`config.mk`:
```
export PLATFORM = sky130hd
export DESIGN_NAME = bcd_step_counter
export DESIGN_NICKNAME = d
export VERILOG_FILES = /design/src/rtl/bcd_step_counter.sv
export SDC_FILE = /design/constraint.sdc
export NUM_CORES = 1
export LEC_CHECK = 0
export BUFFER_PORTS_ARGS = -buffer_cell sky130_fd_sc_hd__buf_2
export CAP_MARGIN = 30
export CORE_MARGIN = 8
export CORE_UTILIZATION = 55
export DETAILED_ROUTE_END_ITERATION = 12
export GPL_TIMING_DRIVEN = 0
export PLACE_DENSITY_LB_ADDON = 0.15
export SLEW_MARGIN = 20
export SYNTH_ARGS = -nofsm -noshare
export SYNTH_HDL_FRONTEND = slang
export SYNTH_SLANG_ARGS = --single-unit
```
`constraint.sdc`:
```
create_clock -name clk -period 1.8 [get_ports clk]
set_input_delay 0 -clock clk [delete_from_list [all_inputs] [get_ports clk]]
set_output_delay 0 -clock clk [all_outputs]
set_load 0.005 [all_outputs]
```
`src/rtl/bcd_step_counter.sv`:
```
// Multi-digit BCD up/down counter fed by single-cycle button pulses.
// Each high cycle of inc_pulse or dec_pulse is one step. Carry and borrow ripple
// across all digits combinationally within the cycle.
// The optional macro BCD_STEP_SATURATE_EN makes the counter hold at all-9 and all-0
// instead of wrapping. The wrap flags still pulse in that mode.
module bcd_step_counter #(
    parameter int unsigned N_DIGITS    = 4,
    parameter int unsigned RESET_VALUE = 0
) (
    input  logic                  clk,
    input  logic                  resetN,
    input  logic                  inc_pulse,
    input  logic                  dec_pulse,
    input  logic                  clear,
    output logic [4*N_DIGITS-1:0] bcd_value,
    output logic                  zero_flag,
    output logic                  overflow_pulse,
    output logic                  underflow_pulse
);

    localparam int unsigned W = 4 * N_DIGITS;

    // Converts a decimal integer into packed BCD. This runs at elaboration only.
    function automatic logic [W-1:0] to_bcd(input int unsigned v);
        logic [W-1:0] res;
        int unsigned  r;
        res = '0;
        r   = v;
        for (int i = 0; i < int'(N_DIGITS); i++) begin
            res[4*i +: 4] = 4'(r % 10);
            r             = r / 10;
        end
        return res;
    endfunction

    localparam logic [W-1:0] RESET_BCD = to_bcd(RESET_VALUE);

    logic [W-1:0] value_q, value_d;
    logic         ovf_q, ovf_d;
    logic         unf_q, unf_d;

    logic [W-1:0] inc_val, dec_val;
    logic         inc_carry, dec_borrow;
    logic         do_inc, do_dec;

    // Increment with ripple carry. A carry left over at the top means the value was all-9.
    always_comb begin
        inc_val   = value_q;
        inc_carry = 1'b1;
        for (int i = 0; i < int'(N_DIGITS); i++) begin
            if (inc_carry) begin
                if (value_q[4*i +: 4] == 4'd9) begin
                    inc_val[4*i +: 4] = 4'd0;
                end else begin
                    inc_val[4*i +: 4] = value_q[4*i +: 4] + 4'd1;
                    inc_carry         = 1'b0;
                end
            end
        end
    end

    // Decrement with ripple borrow. A borrow left over at the top means the value was all-0.
    always_comb begin
        dec_val    = value_q;
        dec_borrow = 1'b1;
        for (int i = 0; i < int'(N_DIGITS); i++) begin
            if (dec_borrow) begin
                if (value_q[4*i +: 4] == 4'd0) begin
                    dec_val[4*i +: 4] = 4'd9;
                end else begin
                    dec_val[4*i +: 4] = value_q[4*i +: 4] - 4'd1;
                    dec_borrow        = 1'b0;
                end
            end
        end
    end

    assign do_inc = inc_pulse & ~dec_pulse;
    assign do_dec = dec_pulse & ~inc_pulse;

    // Next state, with priority clear > single step > hold. Flags default low every cycle.
    always_comb begin
        value_d = value_q;
        ovf_d   = 1'b0;
        unf_d   = 1'b0;
        if (clear) begin
            value_d = RESET_BCD;
        end else if (do_inc) begin
            ovf_d = inc_carry;
`ifdef BCD_STEP_SATURATE_EN
            value_d = inc_carry ? value_q : inc_val;
`else
            value_d = inc_val;
`endif
        end else if (do_dec) begin
            unf_d = dec_borrow;
`ifdef BCD_STEP_SATURATE_EN
            value_d = dec_borrow ? value_q : dec_val;
`else
            value_d = dec_val;
`endif
        end
    end

    // State register. The synchronous reset overrides every other input.
    always_ff @(posedge clk) begin
        if (!resetN) begin
            value_q <= RESET_BCD;
            ovf_q   <= 1'b0;
            unf_q   <= 1'b0;
        end else begin
            value_q <= value_d;
            ovf_q   <= ovf_d;
            unf_q   <= unf_d;
        end
    end

    assign bcd_value       = value_q;
    assign zero_flag       = (value_q == '0);
    assign overflow_pulse  = ovf_q;
    assign underflow_pulse = unf_q;

endmodule

```
-- Word-level counts from Yosys, hierarchy flattened
Cells that the tools add are included.
- bitwise gates (word level): 9
- $add $sub $neg: 8
- muxes and demuxes: 28
- equal/unequal tests: 7
- reductions and logical operators: 15
- operator list (cell ; number):
    $mux W4 ; 14
    $mux W16 ; 2
    $add A4 B1 Y4 const B ; 4
    $eq A4 B4 Y1 const B ; 4
    $logic_not A16 Y1 ; 1
    $logic_not A4 Y1 ; 4
    $sub A4 B1 Y4 const B ; 4
    $mux W1 ; 12
    $reduce_and A3 Y1 ; 3
    $reduce_bool A2 Y1 ; 4
    $not A1 Y1 ; 7
    $ne A2 B1 Y1 const B ; 3
    $reduce_or A5 Y1 ; 1
    $reduce_or A4 Y1 ; 1
    $and A1 B1 Y1 ; 2
    $reduce_or A2 Y1 ; 1
- input bits: 5
- output and inout bits: 19
- bits in registers: 18

-- Longest topological paths before layout
Gate-level depths: netlist of the first run.
- depth after elaboration: 7
- gate-level depth with buffers: 9

-- Worst setup path after synthesis of the first run
No wires, ideal clock.
- path kind: flip-flop to flip-flop
- start: register value_q[5] (netlist: bcd_value[5])
- end: register value_q[9] (netlist: bcd_value[9])
- library setup time: 119 ps
- data required time: 1681 ps
- slack: 410 ps
- buffers on the path: 1
- stages on the path, launching flop included: 6
- arrival time: 1272 ps
- clock period less this slack: 1390 ps
- cell sequence: dfxtp_1 -> buf_6 -> nor4_4 -> nand3_2 -> and2_4 -> o221a_1
- word-level cells in the longest chain between the ends: 5
- elaborated cells between the ends (all ways): 9
- RTL lines (what ; RTL line ; RTL):
    start: declaration ; 38 ; logic [W-1:0] value_q, value_d;
    start signal: assignment ; 112 ; value_q <= value_d;
    $eq A4 B4 Y1 / $logic_not A4 Y1 (equally long branches) ; 52, 68 ;
    $mux W1, on equally long branches ; 52, 68 ;
    $mux W1, on equally long branches ; 51, 67 ;
    $ne A2 B1 Y1 (no line) / $reduce_bool A2 Y1 (equally long branches) ; - ;
    $reduce_and A3 Y1 (no line) * ; - ;
Mark *: on every way between the ends. The rest lies on a longest branch, timed or not.
A chain may end at the register's enable or synchronous reset.

-- Worst setup path after layout of the first run
- start: register value_q[13] (netlist: bcd_value[13])
- end: output zero_flag
- word-level cells in the longest chain between the ends: 1
- RTL lines (what ; RTL line ; RTL):
    $logic_not A16 Y1 ; 119 ; assign zero_flag = (value_q == '0);
    end: declaration ; 16 ; output logic zero_flag,
No other way between the ends.

==> impl_metrics.toml, run 1 <==
[placement]
dp_hpwl_um = 2590
post-place-cells = 232
dp_worst_setup_slack_ns = 0.192
port_buffers = 23
place_area_um2 = 1610
gp_congestion = 0.881

[setup_path]
critPathArrivalTime_ns = 1.70
cp_data_required_time_ns = 1.80
path_delay_family = "simple AND/OR/NAND/NOR gates"
reg2regPathDepth = 4
max_stage_delay_ns = 0.37
path_buf_inv = 2
start_kind = "register"
path_class = "register to output port"
critPathMaxFanout = 10
worstPathCellList = "buf_2 > or3_1 > nor2_1 > and4_2 > buf_2"
cpMaxStageDelayCell = "or3_1"
crit_top_cell = "buf_2"
cp.depth = 5
endpoint_kind = "output port"

[timing]
clock_skew_ns = 0.00460
finalMaxSlewViolations = 0
max_freq_mhz = 587
hold_viol = 0
fin_setup_tns_ns = 0
worst_slack_ns = 0.0972
worst_slew_pin_slew_ns = 0.521
fin_crit_ns = 1.70
rsz0062_at_grt = "false"
max_slew_margin = 0.648
timing.final.crit_share = 0.946
setup_viol_count_final = 0

[routing]
routedWlPerCell_um = 15.3
vias = 1479
wirelength_um = 3580
vias_per_cell = 6.32
ant_nets = 0
drc = 0
drt_iter0_markers = 127
drt_first_pass_iters = 4

[floorplanning]
pin_count = 24
fp.dieW_um = 67.4
start_util = 0.581
num_rows = 18
die_y_um = 67.4
die_area_um2 = 4540
core_um2 = 2500

[worst_hold_path]
hp-class = "input port to register"
hold_depth = 4

[finish]
fill_cells = 218
fin_nets = 213
n_antenna_cell = 0
area.growth.synth_to_final_pct = 11.8
drive_gt1_frac = 0.255
fin_cells = 234
finalInstanceArea_um2 = 1620

[power_and_ir_drop]
pwr_density_cell_nw_per_um2 = 574
p_leak_uw = 0.000670
finalPower_uw = 933
vdd_ir_drop_max_uv = 405

[synthesis]
yosysSeqAreaShare = 0.248
synth_commonest_cells = "dfxtp_1 (18), nor2_1 (13), a21oi_1 (12), buf_2 (9), o21ai_0 (9)"
ys_seq_elements = 18
synth_top_area_cell = "dfxtp_1"
ys.flop_type = "dfxtp_1"
synth_edf_count = 0
synth_cell_types = 55
yosysMostFrequentCell = "dfxtp_1"
avgSynthCellArea_um2 = 8.12
async_flop_share = 0
syn_inst = 179
yosysWarnings = 0
syn_nets = 186
syn_area_um2 = 1450
synth.top_cell.area_share = 0.248
netlist_top_cells_area = "dfxtp_1 (25%), a21oi_1 (4.1%), nor2_1 (3.4%)"

[clock_tree]
clk_pin_slew_ns = 0.11
cts_buffers = 3
clock_latency_ns = 0.30
tritoncts = "done"
post_cts_resized = 0
clockRootBuffer = "clkbuf_4"
cts_buffer_depth = 2
cts.sinks = 18
post-cts-setup-buffers = 0
hold_buffers = 0
h-tree-depth = 1

[global_route]
grt.overflow.total = 0
antenna_found_initial = 0
grt_start_max_net_pins = 11
grt_usage = 0.167
grt_pass1_vias = 1408
grt_first_pass_wirelength_um = 6080

[run]
cap_violations = 0

[outcome]
run_status = "finished clean"
## metal layers
layer,global-route usage,part of all wire,vias to the layer above
met5,0,0,-
met4,0.0914,0.024,0
met3,0.0265,0.058,9
met2,0.275,0.46,53
met1,0.203,0.46,704
li1,-,-,713
## power breakdown
group          switching, µW  internal [µW]
logic                    157            128
registers               23.0            413
clock network            134           78.2
total                    314            619
## cell type report
type	count	area [µm²]	share of cell area
repair buffers	23	115	0.0709
clock buffers	3	22.5	0.0139
well taps	30	37.5	0.0231
multi-input cells	137	953	0.587
plain buffers	18	116	0.0716
flip-flops and latches	18	360	0.222
inverters	5	18.8	0.0116
## final timing paths
path                                     from        endpoint  slack (ns)
worst max register to register   bcd_value[3]    bcd_value[9]        0.16
worst min register to register  bcd_value[15]  overflow_pulse        0.61
worst max-delay path            bcd_value[13]       zero_flag         0.1
worst min-delay path                    clear   bcd_value[12]        0.03
## worst reg2reg max path: cells and delay by family (launching register included)
kind | cells | cell delay [ns]
compound gates | 1 | 0.21
flops | 1 | 0.41
simple gates | 3 | 0.91
## placed cells by master, fill, tap and decap left out, types with 4 or more instances in the layout
cell type,netlist,routed
a21oi_1,12,12
nand3_1,7,7
nor2_1,13,13
inv_1,5,5
xnor2_1,5,5
o21ai_0,9,9
buf_4,4,4
dfxtp_1,18,18
nand2_1,8,8
nand2b_1,7,7
mux2i_1,4,4
nor3_1,6,6
a31oi_1,4,4
buf_2,9,32
## per-stage QoR
step	hold WS [ns]	utilization
final	0.0263	0.650
after detailed placement	0.361	0.642
after CTS	0.0214	0.651
after global placement	0.324	0.642
after floorplan	0.206	-
after global routing	0.0485	0.650
## logic make-up after synthesis
| logic type | after synthesis | share of synthesized area |
|---|---|---|
| buffers and inverters | 24 | 0.0956 |
| XOR/XNOR | 8 | 0.0482 |
| flip-flops | 18 | 0.248 |
| AO/OA/AOI/OAI | 52 | 0.246 |
| AND/OR/NAND/NOR | 71 | 0.317 |
| multiplexers | 4 | 0.0276 |
| adder cells (fa/ha/maj) | 2 | 0.0172 |
## sequential cells by signal, summed over array words and instances, names as in the netlist
name and cells:
bcd_value 16, overflow_pulse 1, underflow_pulse 1
No activity file was read; power rests on OpenSTA's default activity.
==> run 2: changes to the inputs <==
--- a/config.mk
+++ b/config.mk
@@ -13,3 +13,3 @@
 export GPL_TIMING_DRIVEN = 0
-export PLACE_DENSITY_LB_ADDON = 0.15
+export PLACE_DENSITY = 0.78
 export SLEW_MARGIN = 20
--- a/constraint.sdc
+++ b/constraint.sdc
@@ -3,2 +3,2 @@
 set_output_delay 0 -clock clk [all_outputs]
-set_load 0.005 [all_outputs]
+set_load 0.05 [all_outputs]
==> run 2 against run 1 <==
Cell count is 0.43% higher. Via count decreased by 0.95%. Sequential cell count unchanged. Sequential share of layout area fell by 0.30 points. Highest routed layer unchanged.
==> impl_metrics.toml, run 2 (same netlist as run 1, synthesis figures left out) <==
[placement]
post-place-cells = 232
port_buffers = 23
gp_congestion = 0.842
dp_hpwl_um = 2650

[finish]
final_cell_mix = "buf_2 (31), dfxtp_1 (18), nor2_1 (12), a21oi_1 (12), o21ai_0 (9)"
final_util = 0.659
final_common_cell = "buf_2"
n_antenna_cell = 0
drive_gt1_frac = 0.263
fin_cells = 235
largest_register_ffs = 16
area.growth.synth_to_final_pct = 13.4
fill_cells = 217
fin_nets = 213

[clock_tree]
cts.sinks = 18
clockRootBuffer = "clkbuf_4"
clk_pin_slew_ns = 0.12
hold_buffers = 0
h-tree-depth = 1
clock_latency_ns = 0.31
cts_buffers = 3
post_cts_resized = 2
post-cts-setup-buffers = 0
cts_buffer_depth = 2
tritoncts = "done"

[setup_path]
critPathMaxFanout = 10
cp_data_required_time_ns = 1.80
critPathArrivalTime_ns = 1.74
start_kind = "register"
path_class = "register to output port"
endpoint_kind = "output port"

[timing]
rsz0062_at_grt = "false"
clock_skew_ns = 0.00746
hold_viol = 0
max_slew_margin = 0.671
finalMaxSlewViolations = 0
fin_crit_ns = 1.74
setup_viol_count_final = 0
timing.final.crit_share = 0.966
worst_slew_pin_slew_ns = 0.486
fin_setup_tns_ns = 0
max_freq_mhz = 575

[routing]
drc = 0
drt_first_pass_iters = 4
wirelength_um = 3640
routedWlPerCell_um = 15.5
drt_iter0_markers = 141
vias = 1465
ant_nets = 0
vias_per_cell = 6.23

[floorplanning]
pin_count = 24
fp.dieW_um = 67.4
start_util = 0.581
num_rows = 18
core_um2 = 2500
die_y_um = 67.4
die_area_um2 = 4540

[global_route]
use_met1 = 0.214
grt_first_pass_wirelength_um = 6290
grtUsageMet3 = 0.0248
antenna_found_initial = 0
busiest_layer = "met2"
grt_usage = 0.173
grt_pass1_vias = 1368
grt.overflow.total = 0
use_met2 = 0.290
grt_start_max_net_pins = 11

[worst_hold_path]
hp-class = "input port to register"

[power_and_ir_drop]
pwr_density_cell_nw_per_um2 = 655
p_leak_uw = 0.000680
finalPower_uw = 1080
vdd_ir_drop_max_uv = 596

[run]
cap_violations = 0

[outcome]
run_status = "finished clean"
-- run 2: changes by cell type in the layout (fill, tap and decap cells not counted) --
cell	previous run	this run
nor2_2	0	1
nor2_1	13	12
clkbuf_8	0	1
buf_2	32	31
buf_6	3	4
-- run 2: layout make-up --
class                   instances  area, µm²  share of cell area
well taps                      30       37.5              0.0228
plain buffers                  18        116              0.0707
repair buffers                 23        121              0.0737
flip-flops and latches         18        360               0.219
multi-input cells             137        956               0.581
clock buffers                   4       36.3              0.0220
inverters                       5       18.8              0.0114
-- run 2: metrics by stage --
stage                     hold slack [ns]  setup slack (ns)  instance area [µm²]
after floorplan                     0.206            0.0807                 1450
after global placement              0.327             0.221                 1610
after detailed placement            0.341             0.187                 1610
after CTS                        0.000200            0.0264                 1650
after global routing               0.0345           0.00477                 1650
final                             0.00469            0.0612                 1650
-- run 2: path summary, 6_finish.rpt --
kind                  from       endpoint  slack (ns)  depth (start not counted)
min reg2reg  bcd_value[14]  bcd_value[14]        0.60                          2
min                  clear  bcd_value[13]       0.005                          4
max          bcd_value[13]      zero_flag        0.06                          5
max reg2reg   bcd_value[8]  bcd_value[12]        0.16                          5
-- run 2: where the power goes --
| part | switching, µW | internal, µW |
|---|---|---|
| Sequential | 22.6 | 413 |
| Clock | 144 | 123 |
| Combinational | 237 | 138 |
-- run 2: critical path, stage by stage, from the launching register on --
cell     delay (ns)
dfxtp_1        0.33
buf_2          0.17
or3_1          0.39
nor2_2         0.13
and4_2         0.25
buf_6          0.16
-- run 2: per-layer routing --
layer | up-vias | share of wire
li1 | 716 | -
met4 | 0 | 0.016
met2 | 48 | 0.48
met5 | - | 0
met1 | 694 | 0.45
met3 | 7 | 0.054
